$ cat src/rtl/calendar_pkg.sv
// Shared definitions for the BCD calendar counter: field select codes,
// BCD field limits, and the BCD increment and month-length helpers.
package calendar_pkg;

    typedef enum logic [2:0] {
        FIELD_CS    = 3'd0,
        FIELD_SEC   = 3'd1,
        FIELD_MIN   = 3'd2,
        FIELD_HOUR  = 3'd3,
        FIELD_DAY   = 3'd4,
        FIELD_MONTH = 3'd5,
        FIELD_YEAR  = 3'd6,
        FIELD_RSVD  = 3'd7
    } fieldSel_e;

    localparam logic [7:0] BCD_MAX_CS    = 8'h99;
    localparam logic [7:0] BCD_MAX_SEC   = 8'h59;
    localparam logic [7:0] BCD_MAX_MIN   = 8'h59;
    localparam logic [7:0] BCD_MAX_HOUR  = 8'h23;
    localparam logic [7:0] BCD_MAX_MONTH = 8'h12;
    localparam logic [7:0] BCD_ZERO      = 8'h00;
    localparam logic [7:0] BCD_ONE       = 8'h01;

    // Two-digit BCD increment that wraps to minVal once maxVal is reached.
    function automatic logic [7:0] bcdIncWrap(
        input logic [7:0] v,
        input logic [7:0] maxVal,
        input logic [7:0] minVal
    );
        if (v >= maxVal)
            return minVal;
        if (v[3:0] == 4'h9)
            return {v[7:4] + 4'h1, 4'h0};
        return {v[7:4], v[3:0] + 4'h1};
    endfunction

    function automatic logic [7:0] monthLen(
        input logic [7:0] month,
        input logic       leap
    );
        case (month)
            8'h04, 8'h06, 8'h09, 8'h11: return 8'h30;
            8'h02:                      return leap ? 8'h29 : 8'h28;
            default:                    return 8'h31;
        endcase
    endfunction

    // Divisible by 4 using the two low BCD year digits; no century rule.
    function automatic logic isLeapYear(input logic [7:0] yy);
        logic [3:0] units;
        units = yy[3:0];
        if (!yy[4])
            return (units == 4'h0) || (units == 4'h4) || (units == 4'h8);
        return (units == 4'h2) || (units == 4'h6);
    endfunction

endpackage

$ cat src/rtl/bcd_digit_pair.sv
// Two-digit BCD field register with wrap from maxVal back to minVal.
// Ports: clk, rst (sync, active-high), incEn, maxVal, minVal, clamp, value, carry.
module bcd_digit_pair
    import calendar_pkg::*;
(
    input  logic       clk,
    input  logic       rst,
    input  logic       incEn,
    input  logic [7:0] maxVal,
    input  logic [7:0] minVal,
    input  logic       clamp,
    output logic [7:0] value,
    output logic       carry
);

    // Carry out is asserted on the increment that wraps the field.
    assign carry = incEn && (value >= maxVal);

    // Clamp pulls an over-range value down to maxVal when the range
    // shrinks underneath it (day after a month or year change).
    always_ff @(posedge clk) begin
        if (rst)
            value <= minVal;
        else if (incEn)
            value <= bcdIncWrap(value, maxVal, minVal);
        else if (clamp && (value > maxVal))
            value <= maxVal;
    end

endmodule

$ cat src/rtl/bcd_calendar_counter.sv
// BCD date/time counter: hundredths..month in 2-digit pairs plus N-digit year.
// Ports: clk, rst (sync, active-high), tick, run, set_mode, field_sel, inc,
//        hundredths, seconds, minutes, hours, day, month, year, year_wrap.
// Optional macro LEAP_YEAR_EN: 29-day February when low year digits divide by 4.
module bcd_calendar_counter
    import calendar_pkg::*;
#(
    parameter int                         YEAR_DIGITS = 4,
    parameter logic [4*YEAR_DIGITS-1:0]   RESET_YEAR  = '0
) (
    input  logic                     clk,
    input  logic                     rst,
    input  logic                     tick,
    input  logic                     run,
    input  logic                     set_mode,
    input  logic [2:0]               field_sel,
    input  logic                     inc,
    output logic [7:0]               hundredths,
    output logic [7:0]               seconds,
    output logic [7:0]               minutes,
    output logic [7:0]               hours,
    output logic [7:0]               day,
    output logic [7:0]               month,
    output logic [4*YEAR_DIGITS-1:0] year,
    output logic                     year_wrap
);

    logic countStep;
    logic setInc;
    logic csInc, secInc, minInc, hourInc, dayInc, monthInc, yearInc;
    logic csCarry, secCarry, minCarry, hourCarry, dayCarry, monthCarry;
    logic clampDay;
    logic leapCur, leapNew;
    logic [7:0] monthNew;
    logic [7:0] curLen, newLen, dayMax;

    logic [3:0]             yearDig [YEAR_DIGITS];
    logic [YEAR_DIGITS:0]   yCarry;

    assign countStep = tick && run && !set_mode;
    assign setInc    = set_mode && inc;

    // Set-mode increments are confined to their own field; carries from
    // the lower pairs only propagate on a real count step.
    assign csInc    = countStep ||
                      (setInc && field_sel == FIELD_CS);
    assign secInc   = (countStep && csCarry) ||
                      (setInc && field_sel == FIELD_SEC);
    assign minInc   = (countStep && secCarry) ||
                      (setInc && field_sel == FIELD_MIN);
    assign hourInc  = (countStep && minCarry) ||
                      (setInc && field_sel == FIELD_HOUR);
    assign dayInc   = (countStep && hourCarry) ||
                      (setInc && field_sel == FIELD_DAY);
    assign monthInc = (countStep && dayCarry) ||
                      (setInc && field_sel == FIELD_MONTH);
    assign yearInc  = (countStep && monthCarry) ||
                      (setInc && field_sel == FIELD_YEAR);

    // A set-mode month/year change may shorten the month under the day;
    // the day limit then switches to the length of the new month/year.
    assign clampDay = setInc &&
                      (field_sel == FIELD_MONTH || field_sel == FIELD_YEAR);
    assign monthNew = (setInc && field_sel == FIELD_MONTH) ?
                      bcdIncWrap(month, BCD_MAX_MONTH, BCD_ONE) : month;
    assign curLen   = monthLen(month, leapCur);
    assign newLen   = monthLen(monthNew, leapNew);
    assign dayMax   = clampDay ? newLen : curLen;

`ifdef LEAP_YEAR_EN
    logic [7:0] yearLow;
    logic [7:0] yearLowNext;

    if (YEAR_DIGITS == 1) begin : gLowOne
        assign yearLow     = {4'h0, yearDig[0]};
        assign yearLowNext = {4'h0,
                              (yearDig[0] == 4'h9) ? 4'h0 : yearDig[0] + 4'h1};
    end else begin : gLowTwo
        assign yearLow     = {yearDig[1], yearDig[0]};
        assign yearLowNext = bcdIncWrap(yearLow, 8'h99, 8'h00);
    end

    assign leapCur = isLeapYear(yearLow);
    assign leapNew = isLeapYear(
        (setInc && field_sel == FIELD_YEAR) ? yearLowNext : yearLow);
`else
    assign leapCur = 1'b0;
    assign leapNew = 1'b0;
`endif

    bcd_digit_pair uCs (
        .clk(clk), .rst(rst), .incEn(csInc),
        .maxVal(BCD_MAX_CS), .minVal(BCD_ZERO), .clamp(1'b0),
        .value(hundredths), .carry(csCarry)
    );

    bcd_digit_pair uSec (
        .clk(clk), .rst(rst), .incEn(secInc),
        .maxVal(BCD_MAX_SEC), .minVal(BCD_ZERO), .clamp(1'b0),
        .value(seconds), .carry(secCarry)
    );

    bcd_digit_pair uMin (
        .clk(clk), .rst(rst), .incEn(minInc),
        .maxVal(BCD_MAX_MIN), .minVal(BCD_ZERO), .clamp(1'b0),
        .value(minutes), .carry(minCarry)
    );

    bcd_digit_pair uHour (
        .clk(clk), .rst(rst), .incEn(hourInc),
        .maxVal(BCD_MAX_HOUR), .minVal(BCD_ZERO), .clamp(1'b0),
        .value(hours), .carry(hourCarry)
    );

    bcd_digit_pair uDay (
        .clk(clk), .rst(rst), .incEn(dayInc),
        .maxVal(dayMax), .minVal(BCD_ONE), .clamp(clampDay),
        .value(day), .carry(dayCarry)
    );

    bcd_digit_pair uMonth (
        .clk(clk), .rst(rst), .incEn(monthInc),
        .maxVal(BCD_MAX_MONTH), .minVal(BCD_ONE), .clamp(1'b0),
        .value(month), .carry(monthCarry)
    );

    // Year: ripple of single BCD digits, each carrying on 9->0.
    assign yCarry[0] = yearInc;

    for (genvar i = 0; i < YEAR_DIGITS; i++) begin : gYear
        assign yCarry[i+1]   = yCarry[i] && (yearDig[i] == 4'h9);
        assign year[4*i +: 4] = yearDig[i];

        always_ff @(posedge clk) begin
            if (rst)
                yearDig[i] <= RESET_YEAR[4*i +: 4];
            else if (yCarry[i])
                yearDig[i] <= (yearDig[i] == 4'h9) ? 4'h0 : yearDig[i] + 4'h1;
        end
    end

    // Carry out of the top digit means every digit was 9.
    always_ff @(posedge clk) begin
        if (rst)
            year_wrap <= 1'b0;
        else
            year_wrap <= yCarry[YEAR_DIGITS];
    end

endmodule

$ cat config.mk
export PLATFORM = sky130hd
export DESIGN_NAME = bcd_calendar_counter
export DESIGN_NICKNAME = d
export VERILOG_FILES = /design/src/rtl/calendar_pkg.sv /design/src/rtl/bcd_digit_pair.sv /design/src/rtl/bcd_calendar_counter.sv
export SDC_FILE = /design/constraint.sdc
export NUM_CORES = 1
export LEC_CHECK = 0
export ABC_AREA = 1
export CAP_MARGIN = 20
export CORE_ASPECT_RATIO = 0.8
export CORE_UTILIZATION = 54
export CTS_BUF_LIST = sky130_fd_sc_hd__clkbuf_4 sky130_fd_sc_hd__clkbuf_8
export CTS_CLUSTER_SIZE = 28
export DETAILED_ROUTE_END_ITERATION = 6
export HOLD_SLACK_MARGIN = 0.1
export PLACE_DENSITY = 0.83
export REMOVE_ABC_BUFFERS = 1
export SLEW_MARGIN = 10
export SYNTH_ARGS = -nofsm -noshare
export SYNTH_HDL_FRONTEND = slang
export SYNTH_SLANG_ARGS = --single-unit
export TNS_END_PERCENT = 30
$ cat constraint.sdc
create_clock -name clk -period 3.82 [get_ports clk]
set_input_delay 0.764 -clock clk [delete_from_list [all_inputs] [get_ports clk]]
set_output_delay 0.764 -clock clk [all_outputs]
set_load 0.02 [all_outputs]
Word level (Yosys, flattened, before mapping) --
Memory sizes are Yosys's and may differ from the RTL's. Cells that the tools add are included. Widths: inputs -> output; s select.
Word-level totals: output and inout bits 65, memories kept 1, logic and storage cells 217, RAM bits 16, register bits 49, input bits 9
Cells by class: mux-type cells 97, eq/ne operators 27, reduce and logical (&&, ||, !) cells 52, add/sub/neg operators 16, order comparisons 7, bitwise gates (word level) 4
Memories:
- yearDig | depth 4, bits a word 4, read ports 4, clocked after Yosys merged registers in 0, wr ports 4, line bcd_calendar_counter.sv:37 | logic [3:0] yearDig [YEAR_DIGITS];
Operator list (count):
- $mux 8 | 30
- $add 4x1->4 const B | 16
- $mux 1 | 57
- $eq 4x4->1 const B | 10
- $eq 8x3->1 const B | 4
- $mux 4 | 8
- $logic_and 1x1->1 | 28
- $pmux 5 s2 | 2
- $eq 8x2->1 const B | 2
- $eq 8x4->1 const B | 2
- $eq 8x5->1 const B | 2
- $ge 8x7->1 const B | 2
- $reduce_and 2->1 | 6
- $reduce_bool 2->1 | 6
- $eq 3x3->1 const B | 3
- $ge 8x5->1 const B | 1
- $ge 8x6->1 const B | 1
- $ge 8x8->1 | 1
- $ge 8x8->1 const B | 1
- $gt 8x8->1 | 1
- $logic_or 1x1->1 | 8
- $reduce_or 4->1 | 2
- $eq 3x2->1 const B | 2
- $or 1x1->1 | 4
- other kinds (4) | 4

Longest topological paths before layout --
Gate-level depths: netlist (run 1).
word-level depth 28, mapped depth 27, mapped depth without buffers 27

Cells and area by module --
A second synthesis (run 1) with hierarchy kept.
Second synthesis, totals: cells, all modules 1044, area, all modules 7389.6 µm²
Modules (own cells, without submodules):
- bcd_digit_pair | area an instance 977.2 µm², cells each 138, instances 6, seq. area each 240.2 µm²
- bcd_calendar_counter | area an instance 1526.5 µm², cells each 216, instances 1, seq. area each 500.5 µm²

Worst setup path after synthesis (run 1) --
No wires, ideal clock.
kind input port to flip-flop, start point input set_mode, end point memory yearDig[3][0], enable pin, data arrival time 3261 ps, required time 3485 ps, stages 25, setup slack 224 ps, setup time 335 ps, buffers on the path 1, path through nand2_1 -> inv_1 -> nand2_1 -> nor2_1 -> clkbuf_1 -> nand2_1 -> nand2_1 -> nand2_1 -> nor3_1 -> nand4_1 -> nand2_2 -> nor2_1 -> nand2_1 -> inv_1 -> ha_1 -> nand4_1 -> nand2_1 -> nand2_1 -> inv_1 -> nand2_2 -> nand2_4 -> nand2_4 -> nand2_4 -> nand3_1 -> o21ai_1
RTL lines:
- start, declared | line bcd_calendar_counter.sv:15 | input logic set_mode,
- end, declared | line bcd_calendar_counter.sv:37

==> qor.txt, run 1 <==
Status = finished clean
Flop pwr share = 0.499
Clk root buf = clkbuf_8
Routability cong. = 0.873
Xor and xnor area share after synthesis = 0.0371
Area leader, netlist = dfxtp_1
Clk network pwr share = 0.416
Internal = 1.09 mW
Pre-antenna DRT Iters = 5
EDFF count, synth = 16
CP Max Fanout = 7
Data required, critical path = 3.93 ns
Synthesized flop and latch total = 65
Slew margin rel. = 0.464
Grt ovf = 0
P_leak = 2.22 nW
Largest family of logic cells by synthesized area = simple AND/OR/NAND/NOR gates
Switching share of power = 0.255
Peak supply drop = 0.286 mV
Initial antenna violation count = 0
DRC = 0
DR vias/cell = 5.36
R2R cell count = 23
Routed Wire Length = 9370 microns
Number of diodes = 0
Worst hold path cell count = 2
First-pass GRT wire length = 15100 microns
CP Launch Type = primary input
IO Pins = 74
Crit end category = flip-flop
Worst Skew = 0.00865 ns
Initial Utilization = 0.575
Max-cap viol count = 0
Psw = 371 uW
Initial DRC Count = 127
Slew @ Worst Pin = 0.803 ns
Post-synthesis mux area share = 0
Yosys warning count = 0
Remaining antenna violation count after routing = 0
PD cells = 286 mW/mm^2
CORE AREA = 0.00657 sq mm
Synth Area in Simple Gates = 0.293
Reg2reg start = uMonth.value[5]
GRT Overall Usage = 0.260
Crit path DAT = 3.80 ns
Synth Area in Compound Gates = 0.118
Row cnt = 26
CTS tree = done
Crit path time final = 3.69 ns
Final instance area = 0.00510 sq mm
Worst Hold Class = flip-flop to flip-flop
Inserted Clock Buffers = 9
Hold wc startpoint = uHour.value[7]
Die width = 95.5 microns
Syn Area/Cell = 7.53 sq um
Number of global-route vias before repair = 3365
Fmax = 0.271 GHz
Slew Viols, Final = 0
I/O Buffers = 73
Nets = 638
Area contributors post-synth = dfxtp_1, edfxtp_1, ha_1
R2r setup slk = 0.14 ns
Main synth FF type = dfxtp_1
Clk pin slew, worst setup/hold paths = 0.08 ns
Pin count of the biggest net entering global routing = 26
Syn Inst Count = 502
Async set-reset flop share out of synthesis = 0
WS Path Type = primary input to flip-flop
Placed Area = 0.00473 sq mm
Worst reg2reg endpoint = yearDig[3][2]
Gate power share = 0.084
Die Span Y = 76.8 microns
Final hold viol count = 0
Distinct cells, synth = 41
Via Count = 3710
Total Power = 1.46 mW
Synthesis-to-finish area growth = 34.9%
Clk sinks = 65
Clk_lat worst skew = 0.36 ns
Post-Syn Area = 0.00378 sq mm
Die area = 0.00734 sq mm
Post-synthesis sequential area ratio = 0.387
Share of the synthesized area in the top cell type = 0.260
Adder-cell share of the synthesized area = 0.0861
Final Cycle Share = 0.965
DR WL/cell = 13.5 microns
Share of layout cells above drive strength 1 = 0.135
Final setup vio count = 0
Fillers = 447
H-tree Lvls = 3
Clk buf depth = 2
HPWL Detailed = 6780 microns
Endpoint, Worst Hold = uHour.value[7]
power by group through the flow:
stage	Clock, mW	Sequential [mW]	Combinational, mW
after global placement	0	0.742	0.112
final	0.606	0.727	0.123
after CTS	0.610	0.727	0.117
after floorplan	0	0.753	0.0485
after global routing	0.641	0.729	0.133
after detailed placement	0	0.743	0.116
per-layer routing:
metal,track usage,up-vias,wire length [microns]
li1,-,1851,-
met5,0,-,0
met4,0.0866,0,133
met2,0.422,133,4390
met3,0.0734,14,702
met1,0.331,1712,4150
cells by family (layout without fill, tap and decap cells):
kind of cell,count (synthesis),in the layout
AOI/OAI and AO/OA,76,76
xor gates and xnor gates,16,16
adders and majority gates,26,26
buffers and inverters,79,185
DFF,65,65
and+or+nand+nor,240,240
metrics by stage:
stage,hold slack (ns),instances,TNS (ns),setup slack [ns],util
after floorplan,0.518,496,0,0.0515,-
after global placement,0.432,672,-2.70,-0.157,0.720
after detailed placement,0.439,672,-11.29,-0.332,0.720
after CTS,0.450,688,0,0.0242,0.751
after global routing,0.470,692,-0.733,-0.0853,0.776
final,0.448,692,0,0.134,0.776
cells in the final DEF, fill, tap and decap left out, types with 15 or more instances in the layout:
cell              n
a21oi_1          26
buf_4            20
clkdlybuf4s50_1  71
dfxtp_1          49
edfxtp_1         16
ha_1             25
inv_1            69
nand2_1          79
nand2_2          15
nand3_1          24
nor2_1           76
nor3_1           15
o21ai_0          21
cells in the mapped netlist (2+ instances only):
library cell  instances
a211oi_1              4
xor2_1               10
o21ai_1               3
inv_2                 2
nand2_1              86
xnor2_1               6
ha_1                 26
o32ai_1               2
o21ai_0              24
nand4_1               7
nor2_1               78
nor3b_1               2
dfxtp_1              49
o21bai_1              2
o211ai_1              3
nor3_1               16
clkbuf_1              5
a31oi_1               2
nand3_1              25
edfxtp_1             16
nand2_4               6
a21oi_1              27
inv_1                71
o31ai_1               3
nor4_1                3
nand2_2               9
what timing repair did:
item | in CTS | in global routing
setup endpoints to repair | 0 | 48
hold endpoints to repair | 0 | 0
setup buffers | 0 | 4
resized for setup | 0 | 37
hold buffers | 0 | 0
layout make-up:
class                   count  area (sq um)  share of cell area
clock inverters             6          65.1              0.0128
clock buffers              10           138              0.0270
repair buffers             96           920               0.180
well taps                  84           105              0.0206
flip-flops and latches     65          1460               0.287
inverters                  73           277              0.0542
multi-input cells         358          2130               0.418
flip-flops by register name (all words and copies together), names as in the netlist:
name / flops
yearDig: 16
uCs.value: 8
uDay.value: 8
uHour.value: 8
uMin.value: 8
uMonth.value: 8
uSec.value: 8
year_wrap: 1
worst max-delay path by stage:
stage | from | end | slack [ns] | cells past startpoint
2_1_floorplan | set_mode | yearDig[3][0] | 0.05 | 21
3_3_place_gp | set_mode | yearDig[3][3] | -0.16 | 27
3_5_place_dp | set_mode | yearDig[3][3] | -0.33 | 27
4_1_cts | set_mode | yearDig[3][2] | 0.02 | 27
5_1_grt | uMonth.value[5] | yearDig[3][2] | -0.09 | 23
6_report | field_sel[1] | yearDig[0][1] | 0.13 | 27
worst max-delay path, stage by stage:
cell,delay [ns]
clkdlybuf4s50_1,0.47
inv_1,0.06
nand2_1,0.11
nor2_4,0.06
buf_6,0.14
buf_6,0.12
nor2_1,0.15
inv_1,0.12
nand4_1,0.13
nand2_2,0.09
nor2_1,0.12
nand2_1,0.09
inv_2,0.07
ha_4,0.11
nand2_2,0.04
a21o_1,0.18
a21oi_2,0.16
nand2_1,0.09
nand2_1,0.06
inv_1,0.05
nand2_2,0.07
nand2_4,0.06
nand2_4,0.07
nand2_4,0.07
buf_4,0.13
nand2_1,0.14
nor2_1,0.08
Power figures use the tool's default switching activity.
==> run 2, diff against run 1 <==
--- a/config.mk
+++ b/config.mk
@@ -8,6 +8,7 @@
 export ABC_AREA = 1
 export CAP_MARGIN = 20
 export CORE_ASPECT_RATIO = 0.8
+export CORE_MARGIN = 8
 export CORE_UTILIZATION = 54
 export CTS_BUF_LIST = sky130_fd_sc_hd__clkbuf_4 sky130_fd_sc_hd__clkbuf_8
 export CTS_CLUSTER_SIZE = 28
==> run 2 against run 1 <==
Compared with the run above: clock skew is essentially flat; worst setup slack got worse by 0.057 ns; cell count is 0.43% higher; utilization decreased by 2.9 points; register-to-register slack improved by 0.03 ns; worst hold slack got worse by 0.0031 ns; via count rose by 0.16%; critical path depth shrank 2; non-clock buffer count grew 1; sequential share of layout area stayed put; largest power group unchanged.
==> qor.txt, run 2 (synthesized netlist as in run 1, its figures left out) <==
Synthesis-to-finish area growth = 34.9%
Routed Wire Length = 10200 microns
Die area = 0.00995 sq mm
Crit path time final = 3.74 ns
Commonest cells after routing, fill and taps aside = nand2_1, nor2_1, clkdlybuf4s50_1, inv_1, dfxtp_1
First-pass GRT wire length = 15200 microns
Initial Utilization = 0.554
Endpoint, Worst Hold = uDay.value[7]
H-tree Lvls = 3
Placed cell count = 676
Slew Viols, Final = 0
Status = finished clean
WL met3 = 696 microns
Die width = 110 microns
Clk sinks = 65
Row cnt = 27
R2r setup slk = 0.17 ns
Share of layout cells above drive strength 1 = 0.150
DRC = 0
Worst Hold Class = flip-flop to flip-flop
HPWL Detailed = 7290 microns
Slew margin rel. = 0.383
CP Launch Type = primary input
Multi-input gate area = 0.00216 sq mm
Biggest register = yearDig
Reg2reg start = uMonth.value[5]
R2R cell count = 23
Worst Skew = 0.00869 ns
DR WL met2 = 4970 microns
Max-cap viol count = 0
DR vias/cell = 5.35
GRT Overall Usage = 0.190
Clk root buf = clkbuf_8
Fillers = 515
Crit path DAT = 3.79 ns
FF/Latch Area = 0.00146 sq mm
Met1 WL = 4250 microns
Pre-antenna DRT Iters = 5
Setup TNS = 0 ns
Placed Area = 0.00474 sq mm
Worst hold path cell count = 2
Via Count = 3716
Hold Buf Count CTS = 0
Number of global-route vias before repair = 3376
Max reg flops = 16
Clk pin slew, worst setup/hold paths = 0.07 ns
Clk buf depth = 2
CTS tree = done
Routability cong. = 0.855
Final core area utilization = 0.747
Grt ovf = 0
Peak supply drop = 0.168 mV
Initial DRC Count = 192
Fmax = 0.267 GHz
Final setup vio count = 0
Slew @ Worst Pin = 0.924 ns
Commonest non-fill, non-tap cell in the layout = nand2_1
IO Pins = 74
I/O Buffers = 73
Crit end category = flip-flop
Pin count of the biggest net entering global routing = 26
Die Span Y = 90.8 microns
Number of diodes = 0
Initial antenna violation count = 0
Final Cycle Share = 0.980
WS Path Type = primary input to flip-flop
DR WL/cell = 14.6 microns
Inserted Clock Buffers = 9
DR top layer = met4
Data required, critical path = 3.87 ns
Remaining antenna violation count after routing = 0
Hold wc startpoint = uDay.value[7]
PD cells = 267 mW/mm^2
CORE AREA = 0.00682 sq mm
Finished Layout Cells = 695
CP Max Fanout = 6
P_leak = 2.20 nW
Worst reg2reg endpoint = yearDig[3][1]
Nets = 639
Clk_lat worst skew = 0.36 ns
Final instance area = 0.00510 sq mm
Final hold viol count = 0
Total Power = 1.36 mW
## run 2: cell types whose count changed in the layout (fill, tap and decap cells not counted), moves of 2 or more
cell and change:
nor3_1 -4, nor2_2 +2, nand2_2 +2, nor3_2 +5
## run 2: final cells by class
class / count / share of cell area
multi-input combinational: 358 / 0.423
inverter: 73 / 0.0542
sequential: 65 / 0.287
tap: 87 / 0.0213
clock buffer: 10 / 0.0258
clock inverter: 5 / 0.00638
timing repair buffer: 97 / 0.183
## run 2: repair_timing
item                                    4_1_cts  5_1_grt
gates resized for setup                       1       42
pin swaps                                     0       20
endpoints found under the hold margin         0        0
setup buffers                                 0        4
gates cloned                                  0        0
endpoints found under the setup margin        4       48
## run 2: worst max-delay path by stage
stage / start / to / slack [ns] / depth (start not counted)
after floorplan: set_mode / yearDig[3][0] / 0.05 / 21
after global placement: set_mode / yearDig[3][3] / -0.25 / 28
after detailed placement: set_mode / yearDig[3][3] / -0.44 / 28
after CTS: set_mode / yearDig[1][3] / 0.001 / 26
after global routing: field_sel[1] / uDay.value[5] / -0.15 / 25
final: field_sel[1] / yearDig[3][1] / 0.08 / 25
## run 2: power breakdown
part           total (mW)  internal, mW  switching (mW)
sequential          0.728         0.714          0.0136
combinational       0.127        0.0519          0.0751
clock               0.508         0.238           0.271
## run 2: metrics by stage
| step | setup slack [ns] | hold slack [ns] |
|---|---|---|
| after floorplan | 0.0515 | 0.518 |
| after global placement | -0.246 | 0.435 |
| after detailed placement | -0.440 | 0.438 |
| after CTS | 0.000970 | 0.448 |
| after global routing | -0.154 | 0.478 |
| final | 0.0763 | 0.445 |
## run 2: layer usage
metal,vias up,track usage
li1,1849,-
met2,128,0.320
met4,0,0.0685
met5,-,0
met1,1715,0.221
met3,24,0.0549
## run 2: critical path: stages
cell             delay, ns
clkdlybuf4s50_1       0.51
inv_1                 0.07
nand2_2               0.08
nor2_4                0.05
buf_6                 0.12
buf_6                 0.12
nand2_2               0.08
o21ai_2               0.06
nor2_2                0.16
nand4_1               0.13
nand2_2               0.14
nor2_2                0.05
nand2_1               0.09
inv_1                 0.05
ha_2                  0.30
nand4_1               0.10
nand2_1               0.10
nand2_1               0.05
inv_1                 0.07
nand2_2               0.06
nand2_4               0.08
nand2_4               0.06
nand2_4               0.07
nand3_2               0.12
o21ai_4               0.28
==> run 3, diff against run 2 <==
--- a/config.mk
+++ b/config.mk
@@ -11,7 +11,6 @@
 export CORE_MARGIN = 8
 export CORE_UTILIZATION = 54
 export CTS_BUF_LIST = sky130_fd_sc_hd__clkbuf_4 sky130_fd_sc_hd__clkbuf_8
-export CTS_CLUSTER_SIZE = 28
 export DETAILED_ROUTE_END_ITERATION = 6
 export HOLD_SLACK_MARGIN = 0.1
 export PLACE_DENSITY = 0.83
==> results of run 3 <==
No change in the layout: final DEF, timing and power equal those of run 2.
